<file path="src/rtl/fifo_rd_pkg.sv">
// Shared types and constants for the read-side FIFO burst controller.
package fifo_rd_pkg;

    typedef enum logic [1:0] {
        IDLE  = 2'd0,
        RUN   = 2'd1,
        DRAIN = 2'd2,
        DONE  = 2'd3
    } rd_state_e;

    localparam int BUF_DEPTH = 2;
    localparam int OCC_W     = 2;

    // True when one more pop can be issued without overrunning the output buffer.
    function automatic logic credit_ok(
        input logic [OCC_W-1:0] occ,
        input logic             inflight,
        input logic             pop
    );
        logic [OCC_W:0] sum_s;
        sum_s = {1'b0, occ} + {{OCC_W{1'b0}}, inflight} - {{OCC_W{1'b0}}, pop};
        return (sum_s < (OCC_W+1)'(BUF_DEPTH));
    endfunction

endpackage

</file>
<file path="src/rtl/rd_skid_buf.sv">
// Two-entry in-order buffer that absorbs the FIFO read latency.
module rd_skid_buf
    import fifo_rd_pkg::*;
#(
    parameter int M = 7
) (
    input  logic             clk,
    input  logic             rst_n,
    input  logic             wr,
    input  logic [M:0]       wdata,
    input  logic             pop,
    output logic [OCC_W-1:0] occ,
    output logic [M:0]       head
);

    logic [M:0]       mem_r [BUF_DEPTH];
    logic             rd_ptr_r;
    logic             wr_ptr_r;
    logic [OCC_W-1:0] occ_r;
    logic             pop_ok_s;
    logic             wr_ok_s;

    // A full buffer still accepts a write when the head leaves in the same cycle.
    always_comb begin
        pop_ok_s = pop & (occ_r != {OCC_W{1'b0}});
        wr_ok_s  = wr & ((occ_r != OCC_W'(BUF_DEPTH)) | pop_ok_s);
    end

    // Storage, pointers and occupancy.
    always_ff @(posedge clk or negedge rst_n) begin
        if (!rst_n) begin
            for (int i = 0; i < BUF_DEPTH; i++) begin
                mem_r[i] <= '0;
            end
            rd_ptr_r <= 1'b0;
            wr_ptr_r <= 1'b0;
            occ_r    <= {OCC_W{1'b0}};
        end else begin
            if (wr_ok_s) begin
                mem_r[wr_ptr_r] <= wdata;
                wr_ptr_r        <= ~wr_ptr_r;
            end
            if (pop_ok_s) begin
                rd_ptr_r <= ~rd_ptr_r;
            end
            case ({wr_ok_s, pop_ok_s})
                2'b10:   occ_r <= occ_r + OCC_W'(1);
                2'b01:   occ_r <= occ_r - OCC_W'(1);
                default: occ_r <= occ_r;
            endcase
        end
    end

    assign occ  = occ_r;
    assign head = mem_r[rd_ptr_r];

endmodule

</file>
<file path="src/rtl/fifo_rd_ctrl.sv">
// Read-domain burst controller: pops len words from the FIFO and streams them out.
module fifo_rd_ctrl
    import fifo_rd_pkg::*;
#(
    parameter int M     = 7,
    parameter int LEN_W = 8
) (
    input  logic             r_clk,
    input  logic             r_reset,
    input  logic             start,
    input  logic [LEN_W-1:0] len,
    input  logic             abort,
    input  logic             empty,
    input  logic [M:0]       dout,
    output logic             r_en,
    output logic             m_valid,
    output logic [M:0]       m_data,
    input  logic             m_ready,
    output logic             busy,
    output logic             done,
    output logic [LEN_W-1:0] rd_count
);

    rd_state_e        state_r;
    rd_state_e        state_nxt_s;
    logic [LEN_W-1:0] len_r;
    logic [LEN_W-1:0] issued_r;
    logic [LEN_W-1:0] rd_count_r;
    logic             inflight_r;
    logic [OCC_W-1:0] occ_s;
    logic             pop_s;
    logic             r_en_s;
    logic             last_issue_s;
    logic             busy_s;
    logic             done_s;

    rd_skid_buf #(.M(M)) u_buf (
        .clk   (r_clk),
        .rst_n (r_reset),
        .wr    (inflight_r),
        .wdata (dout),
        .pop   (pop_s),
        .occ   (occ_s),
        .head  (m_data)
    );

    assign m_valid = (occ_s != {OCC_W{1'b0}});
    assign pop_s   = m_valid & m_ready;

    // Pop request: only in RUN, with data available, words left and buffer credit.
    always_comb begin
        r_en_s = 1'b0;
        if (state_r == RUN) begin
            r_en_s = ~empty & (issued_r != len_r) & ~abort & credit_ok(occ_s, inflight_r, pop_s);
        end else begin
            r_en_s = 1'b0;
        end
        last_issue_s = r_en_s & ((issued_r + LEN_W'(1)) == len_r);
    end

    // State register.
    always_ff @(posedge r_clk or negedge r_reset) begin
        if (!r_reset) begin
            state_r <= IDLE;
        end else begin
            state_r <= state_nxt_s;
        end
    end

    // Next-state logic.
    always_comb begin
        state_nxt_s = state_r;
        case (state_r)
            IDLE: begin
                if (start) begin
                    state_nxt_s = (len != {LEN_W{1'b0}}) ? RUN : DONE;
                end else begin
                    state_nxt_s = IDLE;
                end
            end
            RUN: begin
                if (last_issue_s | abort) begin
                    state_nxt_s = DRAIN;
                end else begin
                    state_nxt_s = RUN;
                end
            end
            DRAIN: begin
                if ((occ_s == {OCC_W{1'b0}}) && !inflight_r) begin
                    state_nxt_s = DONE;
                end else begin
                    state_nxt_s = DRAIN;
                end
            end
            DONE:    state_nxt_s = IDLE;
            default: state_nxt_s = IDLE;
        endcase
    end

    // State-decoded outputs.
    always_comb begin
        busy_s = 1'b0;
        done_s = 1'b0;
        case (state_r)
            RUN:     busy_s = 1'b1;
            DRAIN:   busy_s = 1'b1;
            DONE:    done_s = 1'b1;
            default: begin
                busy_s = 1'b0;
                done_s = 1'b0;
            end
        endcase
    end

    // Burst length, issue/accept counters and the one-cycle read-latency flag.
    always_ff @(posedge r_clk or negedge r_reset) begin
        if (!r_reset) begin
            len_r      <= {LEN_W{1'b0}};
            issued_r   <= {LEN_W{1'b0}};
            rd_count_r <= {LEN_W{1'b0}};
            inflight_r <= 1'b0;
        end else begin
            inflight_r <= r_en_s;
            if ((state_r == IDLE) && start) begin
                len_r      <= len;
                issued_r   <= {LEN_W{1'b0}};
                rd_count_r <= {LEN_W{1'b0}};
            end else begin
                if (r_en_s) begin
                    issued_r <= issued_r + LEN_W'(1);
                end
                if (pop_s) begin
                    rd_count_r <= rd_count_r + LEN_W'(1);
                end
            end
        end
    end

    assign r_en     = r_en_s;
    assign busy     = busy_s;
    assign done     = done_s;
    assign rd_count = rd_count_r;

endmodule
</file>
<file path="config.mk">
export PLATFORM = sky130hd
export DESIGN_NAME = fifo_rd_ctrl
export DESIGN_NICKNAME = d
export VERILOG_FILES = /design/src/rtl/fifo_rd_pkg.sv /design/src/rtl/rd_skid_buf.sv /design/src/rtl/fifo_rd_ctrl.sv
export SDC_FILE = /design/constraint.sdc
export NUM_CORES = 1
export LEC_CHECK = 0
export CORE_ASPECT_RATIO = 1.75
export CORE_MARGIN = 3
export CORE_UTILIZATION = 45
export CTS_CLUSTER_SIZE = 14
export DETAILED_ROUTE_END_ITERATION = 6
export PLACE_DENSITY = 0.69
export SETUP_SLACK_MARGIN = 0.3
export SYNTH_ARGS = -nofsm -noshare
export SYNTH_HDL_FRONTEND = slang
export SYNTH_SLANG_ARGS = --single-unit
</file>
<file path="constraint.sdc">
create_clock -name r_clk -period 8.38 [get_ports r_clk]
set_clock_uncertainty 0.05 [all_clocks]
set_input_delay 1.676 -clock r_clk [delete_from_list [all_inputs] [get_ports r_clk]]
set_output_delay 1.676 -clock r_clk [all_outputs]
set_load 0.005 [all_outputs]
</file>
==> metrics <==
max-slew violations 0; WHS Path Cells 1; Post-Syn Area 2500 µm²; worst-skew pair later-pin latency 290 ps; syn_nets 257; H-tree depth 2; Pre-antenna DRT Iters 4; vias in the first global route 1876; Synth Flop Type dfrtp_1; total routed wirelength 4960 µm; DP Worst Slack 1870 ps; worst hold slack 441 ps; utilization after layout 57.4%; Cell Pwr Density 283 nW/µm²; fin worst setup slack 1870 ps; global-route wire length before repair 8530 µm; Final Cycle Share 77.7%; CP required 6650 ps; CTS buffer count 5; die area 6520 µm²; Root Buffer clkbuf_8; Vias/cell 5.24; placement row count 35; outcome finished, final reports clean; die width 62.4 µm; dpl hpwl 3740 µm; reg2reg path depth 12; WP data arrival 4790 ps; # resized after CTS 0; CP max FO 8; Synth-to-Final Area Change 22.6%; Buffers on Ports 41; pin count of the biggest net entering global routing 48; CTS tree yes; Startpoint Class input port; # nets final 295; YS warnings 0; dpl cells 331; hold endpoint u_buf.mem_r[8]$_DFFE_PN0P_; clk buf depth 2; critical path class in2out; Max-Cap Viols 0; worst r2r src u_buf.occ[1]$_DFFE_PN0P_; Boundary Pins 42; DRC viols 0; final setup vio count 0; placed inst area 2950 µm²; FFs w/ async S/R, synth 100%; effective utilization at floorplan 46.8%; Yosys cell types 41; commonest cells after routing, fill and taps aside dfrtp_1 (47), clkdlybuf4s50_1 (40), nor2_1 (28); Post-synth EDFFs 0; cell taking the most area after synthesis dfrtp_1; Final Critical Period 6510 ps; number of diodes 0; CP Capture Type output pin; Multi-input gate area 1250 µm²; most common cell after layout, fill and taps aside dfrtp_1; R2R Setup Slk 5110 ps; initial drt markers 64; highest clock rate 0.154 GHz; Pleak 1.30 nW; Pwr Total 0.868 mW; hold crit path type reg2reg; final hold violation count 0; hold path start u_buf.mem_r[8]$_DFFE_PN0P_; Post-CTS Repair Setup Buffers 0; synthesized area per cell 11.1 µm²; sequential area share after synthesis 47.0%; Tot GR Track Use 16.0%; core box area 5340 µm²; Hold Buf Count CTS 0; share of layout cells above drive strength 1 16.2%; RSZ-0062 raised after global routing no; Vias 1776; Crit Reg-Reg Endpoint issued_r[7]$_DFFE_PN0P_; fillers 481; antenna violations before repair 0; per-cell routed wire length 14.6 µm; Worst Max-Slew Pin Slew 1030 ps; Die H 105 µm; most area-consuming cells after synthesis dfrtp_1 (47%), mux2_2 (12%), xnor2_1 (6.0%); GR Overflow Total 0; clk slew on worst S/H paths 90 ps; storage element area 1180 µm²; Setup Total Neg Slack 0 ps; number of clock sinks 47; normalized max-slew margin 31.4%; GPL Wtd Cong 0.861; final non-filler cell total 339; post-route cell area 3070 µm²; Final ANT Viol Nets 0; Synth top area share 47.0%; worst vdd ir 0.175 mV; Yosys reg bits 47; Cells after Synth 226
==> flip-flops by register name, summed over array words and instances, names as in the netlist <==
register        count
len_r               8
u_buf.occ           2
issued_r            8
u_buf.rd_ptr_r      1
u_buf.mem_r        16
rd_count            8
u_buf.wr_ptr_r      1
inflight_r          1
state_r             2
==> cell type report <==
cell class / instances / share of cell area, %
well taps: 74 / 3.02
multi-input cells: 162 / 40.7
clock inverters: 2 / 1.14
clock buffers: 6 / 2.69
repair buffers: 41 / 13.2
flip-flops and latches: 47 / 38.4
inverters: 7 / 0.857
==> cells in the mapped netlist (all sizes together) (5+ instances only) <==
cell,instances
nand2,11
inv,7
xnor2,17
buf,5
nor2,29
a21oi,6
dfrtp,47
mux2,32
and3,5
ha,8
xor2,12
nand3,10
clkbuf,5
==> power by group <==
part,switching [mW],internal [mW]
Sequential,0.0631,0.301
Combinational,0.131,0.204
Clock,0.0726,0.0965
Total,0.267,0.601
==> worst max-delay path, stage by stage <==
cell             delay [ps]
clkdlybuf4s50_1         520
o21ai_1                 290
inv_1                   160
ha_1                    290
nand2b_1                150
fa_1                    390
xor2_1                  160
nor4b_2                 330
o21ai_2                 150
inv_2                   150
clkdlybuf4s50_1         520
==> cell families (layout without fill, tap and decap cells) <==
family	Yosys count	count (layout)	synth area share (%)
simple gates	70	70	13.8
fa+ha+maj	9	9	4.80
mux	32	32	14.4
compound gates	22	22	6.80
xor+xnor	29	29	10.2
buf+inv	17	56	3.05
flops	47	47	47.0
==> worst max path at each step <==
stage | start | slack, ps | cells after the start | to
after CTS | m_ready | 1860 | 11 | r_en
after global placement | m_ready | 2000 | 11 | r_en
after global routing | m_ready | 1640 | 11 | r_en
after detailed placement | m_ready | 1870 | 11 | r_en
after floorplan | m_ready | 3220 | 9 | r_en
final | m_ready | 1870 | 11 | r_en
==> routing by layer <==
| layer | part of all wire, % | GRT usage, % |
|---|---|---|
| met5 | 0 | 0 |
| met4 | 2.4 | 5.85 |
| met3 | 4.0 | 3.66 |
| met2 | 54 | 30.2 |
| met1 | 40 | 17.2 |
Power figures use the tool's default switching activity.
